[src/rtl/fib_pwm_pkg.sv]
// Shared types and elaboration helpers for the Fibonacci breathing PWM.
// No logic: enums for the channel FSM/direction and a constant Fibonacci function.
package fib_pwm_pkg;

  typedef enum logic [1:0] {
    ST_IDLE,
    ST_HIGH,
    ST_LOW
  } state_t;

  typedef enum logic {
    DIR_UP,
    DIR_DOWN
  } dir_t;

  // F(1)=F(2)=1; used only at elaboration to size-check the counters.
  function automatic longint unsigned fib(input int n);
    longint unsigned a;
    longint unsigned b;
    longint unsigned t;
    a = 0;
    b = 1;
    for (int i = 1; i < n; i++) begin
      t = a + b;
      a = b;
      b = t;
    end
    return b;
  endfunction

endpackage

[src/rtl/fib_pwm_channel.sv]
// One breathing PWM channel: HIGH pulses of Fibonacci width separated by a LOW gap.
// All outputs registered (1-cycle from en); no backpressure, free-running while enabled.
module fib_pwm_channel
  import fib_pwm_pkg::*;
#(
  parameter int CNT_W   = 16,
  parameter int MAX_IDX = 10,
  parameter int IDX_W   = $clog2(MAX_IDX + 1)
) (
  input  logic             clk,
  input  logic             rst,
  input  logic             en,
  input  logic             mode,
  input  logic [CNT_W-1:0] low_cycles,
  output logic             pwm_out,
  output logic             breath_done,
  output logic [IDX_W-1:0] fib_idx
);

  state_t           state;
  dir_t             dir;
  logic [CNT_W-1:0] fib_a;
  logic [CNT_W-1:0] fib_b;
  logic [CNT_W-1:0] cnt;

  logic [CNT_W-1:0] nxt_a;
  logic [CNT_W-1:0] nxt_b;
  logic [IDX_W-1:0] nxt_k;
  dir_t             nxt_dir;
  logic             nxt_done;
  logic [CNT_W-1:0] gap_m1;

  assign gap_m1 = (low_cycles == '0) ? '0 : low_cycles - CNT_W'(1);

  // Index step taken on LOW exit, including both turnarounds.
  always_comb begin
    nxt_a    = fib_a;
    nxt_b    = fib_b;
    nxt_k    = fib_idx;
    nxt_dir  = dir;
    nxt_done = 1'b0;
    if (dir == DIR_UP) begin
      if (fib_idx == IDX_W'(MAX_IDX)) begin
        if (!mode) begin
          nxt_a    = '0;
          nxt_b    = CNT_W'(1);
          nxt_k    = IDX_W'(1);
          nxt_done = 1'b1;
        end else begin
          nxt_dir = DIR_DOWN;
          nxt_a   = fib_b - fib_a;
          nxt_b   = fib_a;
          nxt_k   = fib_idx - IDX_W'(1);
        end
      end else begin
        nxt_a = fib_b;
        nxt_b = fib_a + fib_b;
        nxt_k = fib_idx + IDX_W'(1);
      end
    end else begin
      if (fib_idx == IDX_W'(1)) begin
        nxt_done = 1'b1;
        nxt_dir  = DIR_UP;
        nxt_a    = fib_b;
        nxt_b    = fib_a + fib_b;
        nxt_k    = fib_idx + IDX_W'(1);
      end else begin
        nxt_a = fib_b - fib_a;
        nxt_b = fib_a;
        nxt_k = fib_idx - IDX_W'(1);
      end
    end
  end

  always_ff @(posedge clk or posedge rst) begin
    if (rst) begin
      state       <= ST_IDLE;
      dir         <= DIR_UP;
      fib_a       <= '0;
      fib_b       <= CNT_W'(1);
      cnt         <= '0;
      fib_idx     <= IDX_W'(1);
      pwm_out     <= 1'b0;
      breath_done <= 1'b0;
    end else begin
      breath_done <= 1'b0;
      if (!en) begin
        state   <= ST_IDLE;
        dir     <= DIR_UP;
        fib_a   <= '0;
        fib_b   <= CNT_W'(1);
        cnt     <= '0;
        fib_idx <= IDX_W'(1);
        pwm_out <= 1'b0;
      end else begin
        case (state)
          ST_IDLE: begin
            state   <= ST_HIGH;
            pwm_out <= 1'b1;
            cnt     <= fib_b - CNT_W'(1);
          end
          ST_HIGH: begin
            if (cnt == '0) begin
              state   <= ST_LOW;
              pwm_out <= 1'b0;
              cnt     <= gap_m1;
            end else begin
              cnt <= cnt - CNT_W'(1);
            end
          end
          ST_LOW: begin
            if (cnt == '0) begin
              state       <= ST_HIGH;
              pwm_out     <= 1'b1;
              fib_a       <= nxt_a;
              fib_b       <= nxt_b;
              fib_idx     <= nxt_k;
              dir         <= nxt_dir;
              breath_done <= nxt_done;
              cnt         <= nxt_b - CNT_W'(1);
            end else begin
              cnt <= cnt - CNT_W'(1);
            end
          end
          default: begin
            state   <= ST_IDLE;
            pwm_out <= 1'b0;
          end
        endcase
      end
    end
  end

endmodule

[src/rtl/fib_breathing_pwm_multi.sv]
// NUM_CH independent Fibonacci breathing PWM channels sharing mode and gap length.
// Outputs registered per channel; no backpressure, fib_idx packed with channel 0 in LSBs.
module fib_breathing_pwm_multi
  import fib_pwm_pkg::*;
#(
  parameter int   NUM_CH  = 4,
  parameter int   CNT_W   = 16,
  parameter int   MAX_IDX = 10,
  localparam int  IDX_W   = $clog2(MAX_IDX + 1)
) (
  input  logic                    clk,
  input  logic                    rst,
  input  logic [NUM_CH-1:0]       en,
  input  logic                    mode,
  input  logic [CNT_W-1:0]        low_cycles,
  output logic [NUM_CH-1:0]       pwm_out,
  output logic [NUM_CH-1:0]       breath_done,
  output logic [NUM_CH*IDX_W-1:0] fib_idx
);

  // The widest pulse must fit in the pair registers and counter.
  if ((fib(MAX_IDX) >> CNT_W) != 0) begin : g_width_chk
    $error("F(MAX_IDX) does not fit in CNT_W bits");
  end
  if (MAX_IDX < 3) begin : g_idx_chk
    $error("MAX_IDX must be at least 3");
  end

  for (genvar i = 0; i < NUM_CH; i++) begin : g_ch
    fib_pwm_channel #(
      .CNT_W   (CNT_W),
      .MAX_IDX (MAX_IDX),
      .IDX_W   (IDX_W)
    ) u_ch (
      .clk         (clk),
      .rst         (rst),
      .en          (en[i]),
      .mode        (mode),
      .low_cycles  (low_cycles),
      .pwm_out     (pwm_out[i]),
      .breath_done (breath_done[i]),
      .fib_idx     (fib_idx[i*IDX_W +: IDX_W])
    );
  end

endmodule

[config.mk]
export PLATFORM = sky130hd
export DESIGN_NAME = fib_breathing_pwm_multi
export DESIGN_NICKNAME = d
export VERILOG_FILES = /design/src/rtl/fib_pwm_pkg.sv /design/src/rtl/fib_pwm_channel.sv /design/src/rtl/fib_breathing_pwm_multi.sv
export SDC_FILE = /design/constraint.sdc
export NUM_CORES = 1
export LEC_CHECK = 0
export BUFFER_PORTS_ARGS = -buffer_cell sky130_fd_sc_hd__buf_2
export CAP_MARGIN = 0
export CORE_AREA = 2 2 268 270
export DETAILED_ROUTE_END_ITERATION = 8
export DIE_AREA = 0 0 270 272
export GPL_ROUTABILITY_DRIVEN = 0
export GPL_TIMING_DRIVEN = 0
export HOLD_SLACK_MARGIN = 0.12
export PLACE_DENSITY = 0.44
export SYNTH_ARGS = -nofsm -noshare
export SYNTH_HDL_FRONTEND = slang
export SYNTH_SLANG_ARGS = --single-unit
[constraint.sdc]
create_clock -name clk -period 9 [get_ports clk]
set_input_delay 0 -clock clk [delete_from_list [all_inputs] [get_ports clk]]
set_output_delay 0 -clock clk [all_outputs]
set_load 0.01 [all_outputs]
# Word level (Yosys, flattened, before mapping)

Cells that the tools add are included.

Flip-flop bits (word level): 228
Input port bits: 23
Output and inout bits: 24
Word-level logic and storage cells: 297

Add/subtract/negate cells: 29
Equal/unequal tests: 36
Multiplexer cells: 183
Reduce and logical (&&, ||, !) cells: 17

Operator list:

| kind                  | count |
|---|---|
| $mux 16               | 69 |
| $sub 16x1->16 const B | 13 |
| $pmux 16 s3           | 4 |
| $mux 4                | 28 |
| $logic_not 16->1      | 5 |
| $add 16x16->16        | 4 |
| $sub 16x16->16        | 4 |
| $mux 1                | 62 |
| $mux 2                | 12 |
| $ne 3x2->1 const B    | 8 |
| $pmux 2 s3            | 4 |
| $add 4x1->4 const B   | 4 |
| $eq 4x1->1 const B    | 4 |
| $eq 4x4->1 const B    | 4 |
| $ne 2x1->1 const B    | 8 |
| $ne 4x1->1 const B    | 4 |
| $reduce_and 2->1      | 8 |
| $sub 4x1->4 const B   | 4 |
| $pmux 1 s3            | 4 |
| $eq 2x1->1 const B    | 4 |
| $eq 2x2->1 const B    | 4 |
| $logic_not 2->1       | 4 |

# Depth between registers and ports, before layout

Depth in word-level cells: 7
Depth in mapped cells: 17
Gate-level depth less buffers: 16

# Modules after synthesis

A second synthesis with hierarchy kept.

Cell total of the unflattened synthesis: 3196
Area, all modules: 24875.1 um^2

Modules (own cells, without submodules):

| module                         | times used | cells each | area each (um^2) | seq. area each (um^2) |
|---|---|---|---|---|
| fib_pwm_channel (g_ch[1].u_ch) | 1          | 816        | 6368.6           | 1403.8 |
| fib_pwm_channel (g_ch[0].u_ch) | 1          | 784        | 6219.7           | 1403.8 |
| fib_pwm_channel (g_ch[3].u_ch) | 1          | 803        | 6154.7           | 1403.8 |
| fib_pwm_channel (g_ch[2].u_ch) | 1          | 793        | 6132.1           | 1403.8 |

# Worst setup path before layout

Ideal clock, no wire load.

Path kind: flip-flop to flip-flop
Start point: reg g_ch[0].u_ch.fib_idx[0]
End point: reg g_ch[0].u_ch.cnt[14]
Setup time: 0.122 ns
Arrival time: 3.595 ns
Data required time: 8.878 ns
Setup slack: 5.283 ns
Cell stages (with the launch flop): 17
Path buffers: 2
Period minus slack after synthesis: 3.717 ns
Path through: dfstp_2 > inv_1 > ha_1 > nor2b_1 > o21ai_1 > and2_1 > clkbuf_8 > clkbuf_1 > a22oi_1 > ha_1 > and2_1 > and4bb_2 > nand3_4 > nor4_2 > xnor2_1 > a211o_1 > a32o_1

Longest elaborated chain between the ends: 7
Elaborated cells between the ends (all ways): 9
Those cells by class: 1 x add/sub; 2 x eq/ne; 6 x mux

RTL lines:

| element                                  | RTL line                                     | source |
|---|---|---|
| start, declared                          | fib_pwm_channel.sv:17                        | `output logic [IDX_W-1:0] fib_idx` |
| start signal, assigned                   | fib_pwm_channel.sv:117                       | `fib_idx <= nxt_k;` |
| $eq 4x4->1 or $eq 4x1->1 (tied branches) | fib_pwm_channel.sv:43, fib_pwm_channel.sv:61 |  |
| $mux 16, on equally long branches        | fib_pwm_channel.sv:43, fib_pwm_channel.sv:61 |  |
| $mux 16 *                                | fib_pwm_channel.sv:42                        | `if (dir == DIR_UP) begin` |
| $sub 16x1->16 *                          | fib_pwm_channel.sv:120                       | `cnt <= nxt_b - CNT_W'(1);` |
| $mux 16 *                                | fib_pwm_channel.sv:112                       | `if (cnt == '0) begin` |
| $pmux 16 s3 *                            | fib_pwm_channel.sv:96                        | `case (state)` |
| $mux 16 *                                | fib_pwm_channel.sv:87                        | `if (!en) begin` |
| end signal, assigned                     | fib_pwm_channel.sv:100                       | `cnt <= fib_b - CNT_W'(1);` |
| end signal, assigned                     | fib_pwm_channel.sv:120                       |  |
| end signal, assigned                     | fib_pwm_channel.sv:122                       | `cnt <= cnt - CNT_W'(1);` |
| end, declared                            | fib_pwm_channel.sv:24                        | `logic [CNT_W-1:0] cnt;` |

Mark *: on every way between the ends. The rest lies on a longest branch, timed or not.
A chain may end at the register's enable or synchronous reset.

# Worst setup path after layout

Same ends and word-level chain as after synthesis.

==> results_dict.tcl <==
set metrics [dict create \
    drv_slew 0 \
    dieHeight_um 272 \
    nets 3272 \
    critPathLaunchType "flop" \
    async_flop_share_pct 100 \
    drive_gt1_share_pct 6.66 \
    max_freq_mhz 210 \
    antenna_found_initial 4 \
    synthTopCellsByCount "nand2_1 (270), nor2_1 (270), o21ai_0 (245), dfrtp_1 (220), a21oi_1 (187)" \
    synth_top_area_share_pct 23.8 \
    synth_area_leaders "dfrtp_1 (24%), ha_1 (9.2%), o21ai_0 (5.3%), xnor2_1 (5.2%), nand2_1 (4.4%)" \
    crit_fanout 10 \
    drt_iter0_drc 1967 \
    crit_path_end_kind "flop" \
    rsz0062_at_grt "false" \
    cp.required_ns 9.44 \
    hpwl_mm 65.2 \
    drcViolationCount 0 \
    p_seq_share_pct 17.2 \
    maxCapViolCount 0 \
    ir_drop_mv 0.140 \
    initial_core_util_pct 32.7 \
    grt_overflow_total 0 \
    coreArea_um2 70800 \
    htreeDepth 2 \
    pwr-share-clk_pct 16.8 \
    dieArea_um2 73400 \
    synth.distinct_cells 99 \
    vias_per_cell 5.76 \
    io_buffers 46 \
    final.min_clock_period_ns 4.76 \
    status "finished clean" \
    slew_headroom_pct 13.9 \
    cp-startpoint "g_ch[0].u_ch.fib_idx[0]" \
    internal_power_mw 4.26 \
    clock_path_buffers 3 \
    met2_usage_pct 37.1 \
    combPwrFrac_pct 66.1 \
    ctsRootBufferMaster "clkbuf_16" \
    switching_share_pct 51.5 \
    num_io_pins 47 \
    yosysSeqAreaShare_pct 24.7 \
    rows 98 \
    syn_area_um2 23100 \
    p_leak_nw 11.1 \
    finalSetupTns_ns 0 \
    grt_pass1_vias 22629 \
    met3_usage_pct 3.02 \
    synth_edf_count 0 \
    num-fill-cells 7473 \
    reg2reg_to "g_ch[0].u_ch.cnt[14]" \
    finalWirelength_mm 87.3 \
    worst_pin_slew_ns 1.28 \
    syn_inst 2977 \
    r2r_cells 16 \
    grt_max_degree 114 \
    first_pass_iters 8 \
    grt_pass1_wl_mm 136 \
    total_power_mw 8.77 \
    gr-max-usage-layer "met2" \
    r2r-start "g_ch[0].u_ch.fib_idx[0]" \
    ff2ff_setup_slack_ns 4.24 \
    clk_pin_slew_ns 0.05 \
    grt_util_all_layers_pct 23.2 \
    area_delta_synth_final_pct 11.9 \
    setup_viol 0 \
    cts_sinks 228 \
    clock_latency_ns 0.56 \
    die_x_um 270 \
    p_switching_mw 4.51 \
    finClkSkew_ns 0.0152 \
    powerDensity_nw_per_um2 339 \
    routedWlPerCell_um 21.6 \
    cts_made_buffers 36 \
    diodes 0 \
    worst_hold_path_type "input port to flop" \
    use_met1_pct 32.7 \
    cts_tree "done" \
    synth_area_per_cell_um2 7.77 \
    drtAntennaViolNets 0 \
    synth_fp_nets 3178 \
    period_share_pct 52.9 \
    cp.arrival_ns 5.20 \
    synth_ff_type "dfrtp_1" \
    cp-endpoint "g_ch[0].u_ch.cnt[14]" \
    hold_viol 0 \
    synth_warnings 0 \
    ys_seq_elements 228 \
    critical_path_class "flop to flop" \
    yosysTopAreaCell "dfrtp_1" \
    via_count 23303 \
]
-- cell usage in the layout (no fill, tap or decap), types with 18 or more instances in the layout --
| cell type | instances |
|---|---|
| and3_1 | 22 |
| a31oi_1 | 21 |
| a221o_1 | 18 |
| a211oi_1 | 67 |
| nor3_1 | 118 |
| a21o_1 | 23 |
| a22oi_1 | 44 |
| clkbuf_1 | 154 |
| or3_1 | 33 |
| a22o_1 | 23 |
| nor2b_1 | 40 |
| o22ai_1 | 22 |
| nor3b_1 | 22 |
| dfrtp_1 | 220 |
| ha_1 | 170 |
| xnor2_1 | 137 |
| buf_2 | 62 |
| nand2_1 | 270 |
| nand3_1 | 59 |
| a21oi_1 | 187 |
| a32o_1 | 18 |
| clkbuf_16 | 37 |
| o211ai_1 | 26 |
| nor2_1 | 270 |
| o21ai_0 | 245 |
| xor2_1 | 111 |
| nand2b_1 | 34 |
| a221oi_1 | 44 |
| inv_1 | 153 |
| nor4_1 | 44 |
| nand4_1 | 20 |
| o31ai_1 | 30 |
-- through the flow --
stage	util (%)	hold slack (ns)	instance area (um2)	setup WS, ns	std cells
3_5_place_dp	34.8	-0.0318	24600	4.28	3975
3_3_place_gp	34.7	0.323	24600	-1.35	3973
5_1_grt	36.6	0.231	25900	3.99	4044
4_1_cts	36.6	0.137	25900	4.26	4044
6_report	36.6	0.209	25900	4.24	4044
2_1_floorplan	-	0.0792	23100	2.77	2977
-- kinds of logic after synthesis --
| logic type | Yosys count | share of synthesized area, % |
|---|---|---|
| AO/OA/AOI/OAI | 927 | 27.0 |
| XOR/XNOR | 249 | 9.51 |
| adder cells (fa/ha/maj) | 178 | 9.89 |
| buffers and inverters | 352 | 6.34 |
| flip-flops | 228 | 24.7 |
| multiplexers | 22 | 1.01 |
| AND/OR/NAND/NOR | 1021 | 21.6 |
-- repair_timing --
action	4_1_cts	5_1_grt
gates resized for setup	0	0
hold buffers	8	0
endpoints found under the hold margin	252	0
setup buffers	0	0
-- final cells by class --
| cell class | count | area (um2) | share of cell area (%) |
|---|---|---|---|
| Inverter | 155 | 589 | 2.28 |
| Tap cell | 950 | 1190 | 4.59 |
| Sequential cell | 228 | 5720 | 22.1 |
| Clock buffer | 50 | 1050 | 4.08 |
| Clock inverter | 11 | 133 | 0.512 |
| Timing Repair Buffer | 56 | 365 | 1.41 |
| Multi-Input combinational cell | 2397 | 16000 | 61.6 |
| Buffer | 197 | 885 | 3.42 |
-- worst min path at each step --
| stage | cells past startpoint | startpoint | end | slack (ns) |
|---|---|---|---|---|
| floorplan | 1 | en[3] | g_ch[3].u_ch.fib_b[0] | 0.08 |
| global placement | 2 | en[3] | g_ch[3].u_ch.fib_b[0] | 0.32 |
| global route | 5 | low_cycles[14] | g_ch[2].u_ch.cnt[14] | 0.23 |
| finish | 4 | low_cycles[0] | g_ch[2].u_ch.cnt[0] | 0.21 |
| CTS | 4 | low_cycles[0] | g_ch[2].u_ch.cnt[0] | 0.14 |
| detailed placement | 2 | rst | g_ch[1].u_ch.fib_a[11] | -0.03 |
-- registers in the layout (all words and copies together), names as in the netlist --
| signal | cells |
|---|---|
| g_ch.u_ch.cnt | 64 |
| g_ch.u_ch.fib_a | 64 |
| g_ch.u_ch.fib_b | 64 |
| g_ch.u_ch.fib_idx | 16 |
| g_ch.u_ch.state | 8 |
| g_ch.u_ch.breath_done | 4 |
| g_ch.u_ch.dir | 4 |
| g_ch.u_ch.pwm_out | 4 |
-- power by group through the flow --
stage | sequential [mW] | clock, mW | combinational, mW
floorplan | 1.43 | 0 | 4.24
global placement | 1.51 | 0 | 5.67
detailed placement | 1.52 | 0 | 5.68
CTS | 1.50 | 1.52 | 5.72
global route | 1.54 | 1.54 | 6.39
finish | 1.51 | 1.47 | 5.79
-- layer usage --
metal / part of all wire, % / vias up
li1: - / 11020
met1: 48 / 11473
met2: 45 / 679
met3: 5.0 / 127
met4: 2.4 / 4
met5: 0.026 / -
-- critical path: stages (launching register included) --
cell and delay (ns):
dfstp_2 0.61, inv_1 0.09, ha_1 0.21, nor2b_1 0.15
o21ai_1 0.68, and2_1 0.38, clkbuf_8 0.23, clkbuf_1 0.48
a22oi_1 0.24, ha_1 0.27, and2_1 0.15, and4bb_2 0.27
nand3_4 0.12, nor4_2 0.06, xnor2_1 0.17, a211o_1 0.29
a32o_1 0.24
(Power assumes the default switching activity.)
